$ cat src/rtl/io_access_unit.sv
// io_access_unit: single-outstanding load/store engine between pipeline and IO bus.
// Optional bus watchdog enabled by defining IO_ACCESS_UNIT_TIMEOUT_EN.
module io_access_unit #(
    parameter int ADDR_W  = 40,
    parameter int DATA_W  = 64,
    parameter int TIMEOUT = 255
) (
    input  logic              clk,
    input  logic              rst,
    input  logic              clean,
    input  logic              start,
    input  logic [ADDR_W-1:0] addr,
    input  logic [DATA_W-1:0] wdata,
    input  logic [3:0]        func,
    output logic [DATA_W-1:0] rdata,
    output logic              ready,
    output logic              done,
    output logic              error,
    output logic              bus_valid,
    output logic              bus_rw,
    output logic [1:0]        bus_width,
    output logic [ADDR_W-1:0] bus_addr,
    output logic [DATA_W-1:0] bus_wdata,
    input  logic [DATA_W-1:0] bus_rdata,
    input  logic              bus_ready,
    input  logic              bus_error
);

    typedef enum logic [1:0] {
        IDLE = 2'd0,
        BUSY = 2'd1,
        RESP = 2'd2
    } state_t;

    state_t            state;
    logic              sx_q;
    logic              misaligned;
    logic [DATA_W-1:0] load_ext;
    logic              sign_bit;
    int                top;

`ifdef IO_ACCESS_UNIT_TIMEOUT_EN
    logic [15:0]       tmo_cnt;
`endif

    assign ready = (state == IDLE);

    // Alignment check of the incoming request against its access size.
    always_comb begin
        misaligned = 1'b0;
        case (func[1:0])
            2'd0:    misaligned = 1'b0;
            2'd1:    misaligned = addr[0];
            2'd2:    misaligned = |addr[1:0];
            default: misaligned = (|addr[2:0]) || (DATA_W == 32);
        endcase
    end

    // Truncate bus read data to the latched size, then sign/zero extend.
    always_comb begin
        case (bus_width)
            2'd0:    top = 7;
            2'd1:    top = 15;
            2'd2:    top = 31;
            default: top = DATA_W - 1;
        endcase
        sign_bit = 1'b0;
        for (int i = 0; i < DATA_W; i++) begin
            if (i == top) sign_bit = bus_rdata[i];
        end
        load_ext = '0;
        for (int i = 0; i < DATA_W; i++) begin
            load_ext[i] = (i <= top) ? bus_rdata[i] : (sx_q & sign_bit);
        end
    end

    // Access FSM with all outputs and the latched request registered here.
    always_ff @(posedge clk) begin
        if (rst) begin
            state     <= IDLE;
            done      <= 1'b0;
            error     <= 1'b0;
            bus_valid <= 1'b0;
            bus_rw    <= 1'b0;
            bus_width <= '0;
            bus_addr  <= '0;
            bus_wdata <= '0;
            sx_q      <= 1'b0;
            rdata     <= '0;
`ifdef IO_ACCESS_UNIT_TIMEOUT_EN
            tmo_cnt   <= '0;
`endif
        end else begin
            done  <= 1'b0;
            error <= 1'b0;
            case (state)
                IDLE: begin
                    if (start && !clean) begin
                        bus_addr  <= addr;
                        bus_rw    <= func[3];
                        bus_width <= func[1:0];
                        sx_q      <= func[2];
                        bus_wdata <= func[3] ? wdata : '0;
`ifdef IO_ACCESS_UNIT_TIMEOUT_EN
                        tmo_cnt   <= '0;
`endif
                        if (misaligned) begin
                            state <= RESP;
                            done  <= 1'b1;
                            error <= 1'b1;
                        end else begin
                            state     <= BUSY;
                            bus_valid <= 1'b1;
                        end
                    end
                end
                BUSY: begin
`ifdef IO_ACCESS_UNIT_TIMEOUT_EN
                    tmo_cnt <= tmo_cnt + 16'd1;
`endif
                    if (clean) begin
                        state     <= IDLE;
                        bus_valid <= 1'b0;
                    end else if (bus_error) begin
                        state     <= RESP;
                        bus_valid <= 1'b0;
                        done      <= 1'b1;
                        error     <= 1'b1;
                    end else if (bus_ready) begin
                        state     <= RESP;
                        bus_valid <= 1'b0;
                        done      <= 1'b1;
                        if (!bus_rw) rdata <= load_ext;
                    end
`ifdef IO_ACCESS_UNIT_TIMEOUT_EN
                    else if (tmo_cnt == 16'(TIMEOUT - 1)) begin
                        state     <= RESP;
                        bus_valid <= 1'b0;
                        done      <= 1'b1;
                        error     <= 1'b1;
                    end
`endif
                end
                default: begin
                    state <= IDLE;
                end
            endcase
        end
    end

endmodule

$ cat config.mk
export PLATFORM = sky130hd
export DESIGN_NAME = io_access_unit
export DESIGN_NICKNAME = d
export VERILOG_FILES = /design/src/rtl/io_access_unit.sv
export SDC_FILE = /design/constraint.sdc
export NUM_CORES = 1
export LEC_CHECK = 0
export CAP_MARGIN = 10
export CORE_AREA = 2 2 136 138
export CTS_BUF_LIST = sky130_fd_sc_hd__clkbuf_4
export DETAILED_ROUTE_END_ITERATION = 10
export DIE_AREA = 0 0 138 140
export GPL_ROUTABILITY_DRIVEN = 0
export PLACE_DENSITY = 0.79
export SLEW_MARGIN = 30
export SYNTH_ARGS = -nofsm -noshare
export SYNTH_HDL_FRONTEND = slang
export SYNTH_SLANG_ARGS = --single-unit
$ cat constraint.sdc
create_clock -name clk -period 3.7 [get_ports clk]
set_input_delay 0.74 -clock clk [delete_from_list [all_inputs] [get_ports clk]]
set_output_delay 0.74 -clock clk [all_outputs]
set_load 0.02 [all_outputs]
* After elaboration in Yosys (flattened, before gate mapping)
Index checks and enable logic that the tools add are counted.
** Storage, ports and cells
- Bits in registers :: 177
- Input bits :: 178
- Output and inout bits :: 175
- Word-level logic and storage cells :: 314
** Cells by class
- $lt $le $gt $ge :: 64
- Equality and inequality tests :: 71
- Mux-type cells :: 152
- Bitwise logic cells :: 4
- Reductions and logical operators :: 13
** Operators with widths (number)
- equality test 7 x 32 -> 1 bit, first input constant :: 32
- less-or-equal comparator 7 x 32 -> 1 bit, first input constant :: 32
- equality test 6 x 32 -> 1 bit, first input constant :: 16
- less-or-equal comparator 6 x 32 -> 1 bit, first input constant :: 16
- equality test 5 x 32 -> 1 bit, first input constant :: 8
- less-or-equal comparator 5 x 32 -> 1 bit, first input constant :: 8
- two-way mux 1 bit :: 140
- equality test 4 x 32 -> 1 bit, first input constant :: 4
- less-or-equal comparator 4 x 32 -> 1 bit, first input constant :: 4
- equality test 3 x 32 -> 1 bit, first input constant :: 2
- less-or-equal comparator 3 x 32 -> 1 bit, first input constant :: 2
- two-way mux 64 bit :: 1
- equality test 2 x 32 -> 1 bit, first input constant :: 1
- less-or-equal comparator 1 x 32 -> 1 bit, first input constant :: 1
- less-or-equal comparator 2 x 32 -> 1 bit, first input constant :: 1
- zero test 32 bit :: 1
- one-hot mux 6 bit (3 select lines) :: 1
- two-way mux 2 bit :: 5
- equality test 2 x 1 -> 1 bit, second input constant :: 3
- zero test 2 bit :: 3
- one-hot mux 1 bit (2 select lines) :: 3
- AND reduction 5 bit :: 1
- equality test 2 bit, second input constant :: 2
- inequality test 4 bit, second input constant :: 1
- other kinds (13) :: 16

* Depth between registers and ports, before layout
Gate-level depths: netlist of the first run.
- Depth in word-level cells :: 69
- Mapped depth :: 8
- Mapped depth without buffers :: 6

* Worst setup path after synthesis of the first run
Ideal clock, no wire load.
- Kind :: register to register
- Start point :: register bus_width[1]
- End point :: register rdata[34]
- Library setup time :: 81 ps
- Arrival time :: 1734 ps
- Required time :: 3619 ps
- Slack :: 1885 ps
- Cell stages (with the launch flop) :: 8
- Path buffers :: 1
- Period minus slack after synthesis :: 1815 ps
- Cell sequence :: dfxtp_1 inv_1 ha_1 nand3b_2 a311oi_2 nor2_4 buf_6 a211oi_2
** Between the ends
- Word-level cells in the longest chain between the ends :: 69
- Elaborated cells on any way between the ends :: 135
- Those cells by class :: order compare (1); eq/ne (65); mux (66); bitwise (1); reduce/logical (2)
** RTL lines
- start: declaration :: line 21 : output logic [1:0] bus_width,
- start signal: assignment :: line 101 : bus_width <= func[1:0];
- equality test 2 bit (tied with other cells) :: line 61 : case (bus_width)
- one-hot mux 6 bit (3 select lines) * :: line 61
- zero test 32 bit :: line 69 : if (i == top) sign_bit = bus_rdata[i];
- two-way mux 1 bit (64 in series) :: line 69
- AND 1 bit :: line 73 : load_ext[i] = (i <= top) ? bus_rdata[i] : (sx_q & sign_bit);
- two-way mux 1 bit * :: line 73
- end signal: assignment :: line 133 : if (!bus_rw) rdata <= load_ext;
- end: declaration :: line 15 : output logic [DATA_W-1:0] rdata,
Every way passes the cells marked *; elsewhere a longest branch is shown, timed or not.
A chain may end at the register's enable or synchronous reset.

* Worst setup path in the final report of the first run
- Start point :: register state[1]
- End point :: output ready
** Between the ends
- Word-level cells in the longest chain between the ends :: 1
** RTL lines
- start: declaration :: line 35 : state_t state;
- start signal: assignment :: line 80 : state <= IDLE;
- start signal: assignment :: line 108 : state <= RESP;
- start signal: assignment :: line 112 : state <= BUSY;
- zero test 2 bit :: line 46 : assign ready = (state == IDLE);
- end: declaration :: line 16 : output logic ready,
No other way between the ends.

==> impl_metrics.toml, run 1 <==
[outcome]
status = "completed"

[synth]
ys_types = 37
synth-seq-area-share_pct = 51.31
synth_area_leaders = "dfxtp_1, nand2_1, a21oi_1"
synth.most_common_cell = "nand2_1"
synth_edf_count = 0
synth_ff_type = "dfxtp_1"
netlist_top_cells_count = "nand2_1, dfxtp_1, a21oi_1, nand3_1, nor2_1"
ys_warn_count = 0
synth_top_area_cell = "dfxtp_1"
netlist_instances = 813
async_reset_ff_share_pct = 0
synth_seq_cells = 177
synth_top_area_share_pct = 51.31
avgSynthCellArea_um2 = 8.494
synth_nets = 995
synth_area_um2 = 6905

[timing]
skew_ps = 18.27
setup_viol_count_final = 0
worst_slew_pin_slew_ps = 754.5
setup_ws_ps = 1240
rsz0062_at_grt = "no"
slew_headroom_pct = 49.70
slew_viol_final = 0
post-route-min-period_ps = 2460
fmax_mhz = 406.4
tns_ps = 0
post-route-period-util_pct = 66.50
hold_violations = 0

[worst_hold_path]
hold_path.class = "reg2reg"

[clock_tree]
cts_num_sinks = 177
post-cts-setup-buffers = 0
cts_tree = "built"
insertion_delay_ps = 540
cts_max_level = 4
clkTransAtPathRegs_ps = 150
numCtsBuffers = 17
cts-root-buf = "clkbuf_4"
cts_max_path_buffers = 2
cts_resized = 0
hold_buffers = 0

[global_routing]
grt_max_degree = 84
grt.total_usage_pct = 22.00
grt_pass1_vias = 6684
grt_first_pass_wirelength_um = 34600
antenna_found_initial = 2
grt_overflow = 0

[critical_path]
worstPathArrival_ps = 1720
cp-start-kind = "flip-flop"
path_class = "reg2out"
end_kind = "output port"
required_ps = 2960
crit_fanout = 8

[floorplan]
fp.coreArea_um2 = 17780
dieArea_um2 = 19320
die_y_um = 140
die_x_um = 138
io_pins = 353
start_util_pct = 38.84
rows = 49

[drt]
totalWireLength_um = 21990
route.detailed.drc = 0
drtIter0Drc = 317
postRouteAntennaNets = 0
dr.pass1.iters = 4
vias = 6875
routed_via_density = 5.007
routedWlPerCell_um = 16.02

[pwr]
p_leak_uw = 0.003583
peakVddDrop_mv = 0.1937
powerDensity_nw_per_um2 = 342.6
finalPower_uw = 3687

[finish]
fin_cells = 1373
drive_above_1_share_pct = 7.706
finish.utilization_pct = 60.51
fillCellCount = 1546
fin_nets = 1311
syn_to_final_growth_pct = 55.81
multi_input_area_um2 = 2959
seqCellArea_um2 = 3543

[placement]
port_buffers = 352
dpl.cell_count = 1339
pre_cts_ws_ps = 934.5
dp.final_hpwl_um = 15750

[flow_run]
cap_violations = 0
## worst max-delay path: stages (launching register included)
cell,delay (ps)
dfxtp_1,430
nor2_1,130
clkdlybuf4s50_1,630
## kinds of logic (layout without fill, tap and decap cells)
group | Yosys count | count (layout) | share of synthesized area, %
buffers and inverters | 73 | 402 | 5.961
AO/OA/AOI/OAI | 180 | 180 | 17.59
AND/OR/NAND/NOR | 379 | 379 | 24.41
adder cells (fa/ha/maj) | 4 | 4 | 0.7248
flip-flops | 177 | 177 | 51.31
other | 0 | 2 | 0
## worst paths after layout
path,endpoint,depth (start not counted),slack (ps),startpoint
setup reg to reg,rdata[51],7,1490,bus_width[0]
hold / removal,bus_wdata[0],2,460,bus_wdata[0]
hold reg to reg,bus_wdata[0],2,460,bus_wdata[0]
setup / recovery,ready,2,1240,state[1]
## cell type report
| type | count | share of cell area (%) |
|---|---|---|
| multi-input cells | 563 | 27.50 |
| inverters | 4 | 0.1396 |
| well taps | 229 | 2.663 |
| flip-flops and latches | 177 | 32.93 |
| repair buffers | 366 | 34.04 |
| clock buffers | 18 | 1.256 |
| clock inverters | 14 | 1.419 |
| diodes | 2 | 0.04652 |
## where the power goes
part | switching (uW) | leakage (uW) | internal [uW] | total [uW]
clock | 704 | 0.000158 | 420 | 1120
combinational | 269 | 0.00199 | 309 | 578
sequential | 27.6 | 0.00143 | 1960 | 1980
## metal layers
layer	vias up	part of all wire, %	track usage [%]
met5	-	0	0
li1	3377	-	-
met2	277	47	36.14
met1	3183	41	26.04
met3	38	8.6	8.581
met4	0	2.7	8.539
## layout by cell type, fill, tap and decap left out, drive strengths merged, types with 2 or more instances in the layout
master	n
o21ai	5
dfxtp	177
nand3b	10
bufinv	2
nand2	215
clkbuf	18
nor2	54
ha	4
clkdlybuf4s50	350
buf	16
nand2b	10
diode	2
clkinv	6
nor2b	2
a21oi	119
a211oi	53
nand4b	7
nand3	71
inv	9
or2	2
nor3	2
## flip-flops by register name, summed over array words and instances, names as in the netlist, 2 cells and up
name,cells
bus_wdata,64
state,2
rdata,64
bus_addr,40
bus_width,2
## metrics by stage
stage	cell area, um2	hold slack, ps
4_1_cts	10750	461.7
3_3_place_gp	10470	436.6
3_5_place_dp	10470	442.5
5_1_grt	10760	475.2
2_1_floorplan	6905	450.3
6_report	10760	457.8
(Power assumes the default switching activity.)
==> inputs of run 2 (changes only) <==
- CORE_AREA: 2 2 136 138 -> 2 2 137 139
- DIE_AREA: 0 0 138 140 -> 0 0 139 141
- PLACE_DENSITY: 0.79 -> 0.78
- clock period: 3.7 -> 2.5 ns (I/O delays scaled with it)
==> run 2 against run 1 <==
Clock-buffer cell count did not move; first-iteration DRC count down 9.1%; largest power group unchanged; non-clock buffer count is 4 higher; critical path depth down 1; combinational power up 50%; sequential share of layout area down 0.48 points; highest routed layer unchanged; sequential power rose by 48%; sequential cell count stayed put.
==> impl_metrics.toml, run 2 (synthesis results as in run 1) <==
[floorplan]
start_util_pct = 37.80
die_y_um = 141
dieArea_um2 = 19600
die_x_um = 139
fp.coreArea_um2 = 18270
io_pins = 353
rows = 50

[pwr]
peakVddDrop_mv = 0.3115
p_leak_uw = 0.003647
powerDensity_nw_per_um2 = 521.4

[global_routing]
grtUsageMet3_pct = 9.579
grt_use_met2_pct = 37.00
antenna_found_initial = 2
grt.total_usage_pct = 21.96
grt_overflow = 0
grt_first_pass_wirelength_um = 34690
grt-busiest-layer = "met2"
grt_max_degree = 74
grtUsageMet1_pct = 25.03
grt_pass1_vias = 6724

[finish]
syn_to_final_growth_pct = 58.11
finish.utilization_pct = 59.77
layout_commonest_cell = "clkdlybuf4s50_1"
fillCellCount = 1612
final_cell_mix = "clkdlybuf4s50_1, nand2_1, dfxtp_1"
top_regs = "bus_wdata (64), rdata (64), bus_addr (40)"
fin_nets = 1315
drive_above_1_share_pct = 7.948

[clock_tree]
cts-root-buf = "clkbuf_4"
clkTransAtPathRegs_ps = 160
cts_max_level = 4
post-cts-setup-buffers = 0
cts_resized = 0
numCtsBuffers = 17
insertion_delay_ps = 560
cts_max_path_buffers = 2
cts_tree = "built"
cts_num_sinks = 177
hold_buffers = 0

[critical_path]
crit_family = "buffers and inverters"
max_stage_delay_ps = 740
reg2reg_depth = 7
end_kind = "output port"
required_ps = 2000
worstReg2RegEnd = "rdata[51]"
path_class = "reg2out"
rrSetupSlack_ps = 330
critical-path-slowest-cell = "clkdlybuf4s50_1"
worstPathArrival_ps = 1820
r2r_start = "bus_width[1]"
crit_fanout = 5
cp_num_buf_inv = 1
path_cells = "clkdlybuf4s50_1"
cp-start-kind = "flip-flop"

[timing]
post-route-period-util_pct = 92.69
fmax_mhz = 431.6
setup_ws_ps = 182.9
tns_ps = 0
slew_headroom_pct = 55.99
setup_viol_count_final = 0
hold_violations = 0
skew_ps = 21.45
rsz0062_at_grt = "no"
post-route-min-period_ps = 2317
slew_viol_final = 0
worst_slew_pin_slew_ps = 660.1

[worst_hold_path]
holdPathEnd = "rdata[59]"
hp-start = "rst"
hold_path.class = "in2reg"
worstHoldPathCells = 2

[drt]
postRouteAntennaNets = 0
dr.pass1.iters = 4
routedWlPerCell_um = 16.08
totalWireLength_um = 22200
drtIter0Drc = 288
routed_via_density = 4.970
vias = 6863
route.detailed.drc = 0

[outcome]
status = "completed"

[placement]
dp.final_hpwl_um = 16050
pre_cts_ws_ps = 258.7
port_buffers = 352

[flow_run]
cap_violations = 0
run 2: cell count changes in the layout (fill, tap and decap cells not counted):
| cell | change |
|---|---|
| inv_8 | +2 |
| clkinv_4 | -1 |
| buf_12 | +6 |
| clkinvlp_4 | -1 |
| inv_6 | -1 |
| clkinv_2 | -2 |
| buf_4 | -2 |
| bufinv_16 | +2 |
run 2: how the worst max path moves through the flow:
stage	from	depth (start not counted)	end
after floorplan	bus_width[1]	7	rdata[34]
after global placement	clean	5	state[0]
after detailed placement	clean	6	bus_addr[3]
after CTS	bus_width[1]	1	bus_width[1]
after global routing	bus_width[1]	1	bus_width[1]
final	bus_width[1]	1	bus_width[1]
run 2: power by group:
part | switching (uW) | leakage (uW) | total [uW] | internal (uW)
Clock | 1060 | 0.000182 | 1890 | 829
Combinational | 399 | 0.00203 | 868 | 468
Sequential | 41.2 | 0.00143 | 2940 | 2900
Total | 1500 | 0.00365 | 5690 | 4190
run 2: stage by stage:
stage	total power [uW]	cell area (um2)	std cells	hold WS, ps
after floorplan	3350	6905	813	450.3
after global placement	3862	10580	1348	436.6
after detailed placement	3869	10580	1348	442.3
after CTS	5766	10910	1379	217.4
after global routing	5949	10920	1381	212.3
final	5692	10920	1381	274.5
run 2: area by class of cell:
cell class / count / area, um2 / share of cell area, %
timing repair buffer: 370 / 3767 / 34.51
sequential: 177 / 3543 / 32.45
multi-input combinational: 563 / 2959 / 27.10
tap: 234 / 292.8 / 2.682
clock inverter: 13 / 200.2 / 1.834
clock buffer: 18 / 135.1 / 1.238
inverter: 4 / 15.01 / 0.1375
antenna: 2 / 5.005 / 0.04584
run 2: metal layers:
metal,up-vias,part of all wire [%]
li1,3376,-
met1,3166,39
met2,284,49
met3,37,9.4
met4,0,2.5
met5,-,0
==> inputs of run 3 (changes only) <==
- CORE_AREA: 2 2 137 139 -> 2 2 139 141
- CTS_BUF_LIST: sky130_fd_sc_hd__clkbuf_4 -> default
- DIE_AREA: 0 0 139 141 -> 0 0 141 143
- GPL_TIMING_DRIVEN: default -> 0
- PLACE_DENSITY: 0.78 -> 0.76
==> run 3 against run 2 <==
Wire length increased by 12%; critical path depth grew 3; clock power rose by 53%; cell area grew 3.9%; hold slack improved by 170 ps; non-clock buffer count is 50 higher; clock skew fell by 12 ps; core utilization up 1.3 points; die area rose by 2.9%; fmax increased by 7.9%; clock-buffer cell count is 1 lower; total power rose by 18%; largest power group unchanged.
==> impl_metrics.toml, run 3 (synthesis results as in run 1) <==
[outcome]
status = "completed"

[floorplan]
fp.coreArea_um2 = 18580
die_y_um = 143
dieArea_um2 = 20160
start_util_pct = 37.16
die_x_um = 141
rows = 50
io_pins = 353

[placement]
dp.final_hpwl_um = 19000
dpl.cell_count = 1398
port_buffers = 351
dpl_cell_area_um2 = 10710

[critical_path]
cp-start-kind = "primary input"
path_class = "in2reg"
reg2reg_depth = 7
rrSetupSlack_ps = 550
end_kind = "flip-flop"
worstPathArrival_ps = 2420
required_ps = 2770
endpoint = "bus_addr[37]"
r2r_start = "bus_width[1]"
crit_fanout = 10
worstSetupStartpoint = "rst"
worstReg2RegEnd = "rdata[60]"

[timing]
hold_violations = 0
skew_ps = 9.363
hold_slack_ps = 449.4
post-route-min-period_ps = 2148
setup_viol_count_final = 0
fmax_mhz = 465.5
slew_viol_final = 0
rsz0062_at_grt = "no"
slew_headroom_pct = 47.54
post-route-period-util_pct = 85.92
worst_slew_pin_slew_ps = 786.9

[finish]
fin_cells = 1429
seqCellArea_um2 = 3543
finish.instance_area_um2 = 11340
multi_input_area_um2 = 2950
top_regs = "bus_wdata (64), rdata (64), bus_addr (40)"
diodes = 0
syn_to_final_growth_pct = 64.20
fin_nets = 1365
layout_commonest_cell = "clkdlybuf4s50_1"
fillCellCount = 1666
final_cell_mix = "clkdlybuf4s50_1, nand2_1, dfxtp_1"
drive_above_1_share_pct = 8.619

[drt]
routedWlPerCell_um = 17.47
totalWireLength_um = 24960
postRouteAntennaNets = 0
drtIter0Drc = 259
dr.pass1.iters = 5
route.detailed.drc = 0
routed_via_density = 4.927
vias = 7041

[clock_tree]
cts_resized = 0
insertion_delay_ps = 430
cts_tree = "built"
post-cts-setup-buffers = 0
clkTransAtPathRegs_ps = 70
cts_num_sinks = 177
hold_buffers = 0
cts_max_path_buffers = 2
cts_max_level = 4
cts-root-buf = "clkbuf_16"
numCtsBuffers = 17

[global_routing]
antenna_found_initial = 0
grt_overflow = 0
grt_first_pass_wirelength_um = 37450
grt_pass1_vias = 6956
grt_use_met2_pct = 42.49
grt-busiest-layer = "met2"
grt_max_degree = 17
grtUsageMet3_pct = 8.283
grtUsageMet1_pct = 26.34
grt.total_usage_pct = 23.96

[pwr]
powerDensity_nw_per_um2 = 592.3
p_leak_uw = 0.003846
finalPower_uw = 6715
peakVddDrop_mv = 0.4428

[worst_hold_path]
hp-start = "bus_wdata[5]"
hold_path.class = "reg2reg"

[flow_run]
cap_violations = 0
run 3: changes by cell type in the layout (fill, tap and decap cells not counted), moves of 2 or more:
| cell | before | now |
|---|---|---|
| clkbuf_1 | 0 | 37 |
| clkbuf_4 | 18 | 0 |
| clkbuf_16 | 0 | 17 |
| buf_2 | 1 | 17 |
| buf_12 | 9 | 0 |
| buf_4 | 9 | 4 |
| buf_6 | 1 | 6 |
| buf_8 | 0 | 5 |
| diode_2 | 2 | 0 |
run 3: critical path, cell delays in order:
cell and delay (ps):
clkdlybuf4s50_1 560, clkbuf_1 600, clkbuf_1 660, a21oi_1 90
run 3: final cells by class:
cell class,instances,share of cell area (%)
clock buffers,17,3.752
multi-input cells,563,26.02
clock inverters,14,1.777
well taps,234,2.582
inverters,4,0.1324
repair buffers,351,30.99
plain buffers,69,3.498
flip-flops and latches,177,31.25
run 3: report_power, final:
group | switching, uW | leakage, uW | internal, uW
sequential | 39.8 | 0.00143 | 2890
clock | 1200 | 0.000306 | 1690
combinational | 427 | 0.00210 | 467
run 3: worst min path at each step:
stage | endpoint | slack [ps] | cells after the start
finish | bus_wdata[5] | 450 | 2
global route | bus_wdata[17] | 470 | 2
CTS | bus_wdata[59] | 450 | 2
detailed placement | bus_wdata[59] | 440 | 2
global placement | bus_wdata[27] | 440 | 2
floorplan | sx_q | 450 | 2
run 3: layer usage:
layer | share of wire [%] | wire [um]
met5 | 0 | 0
met3 | 8.5 | 2132
met1 | 39 | 9834
met2 | 49 | 12260
met4 | 3.0 | 739
run 3: stage by stage:
stage / setup TNS (ps) / utilization, % / setup WS [ps]
5_1_grt: 0 / 61.02 / 232.6
3_3_place_gp: -900.3 / 57.65 / -105.8
2_1_floorplan: 0 / - / 685.1
6_report: 0 / 61.02 / 352.0
3_5_place_dp: -1240 / 57.65 / -122.3
4_1_cts: 0 / 61.02 / 325.5
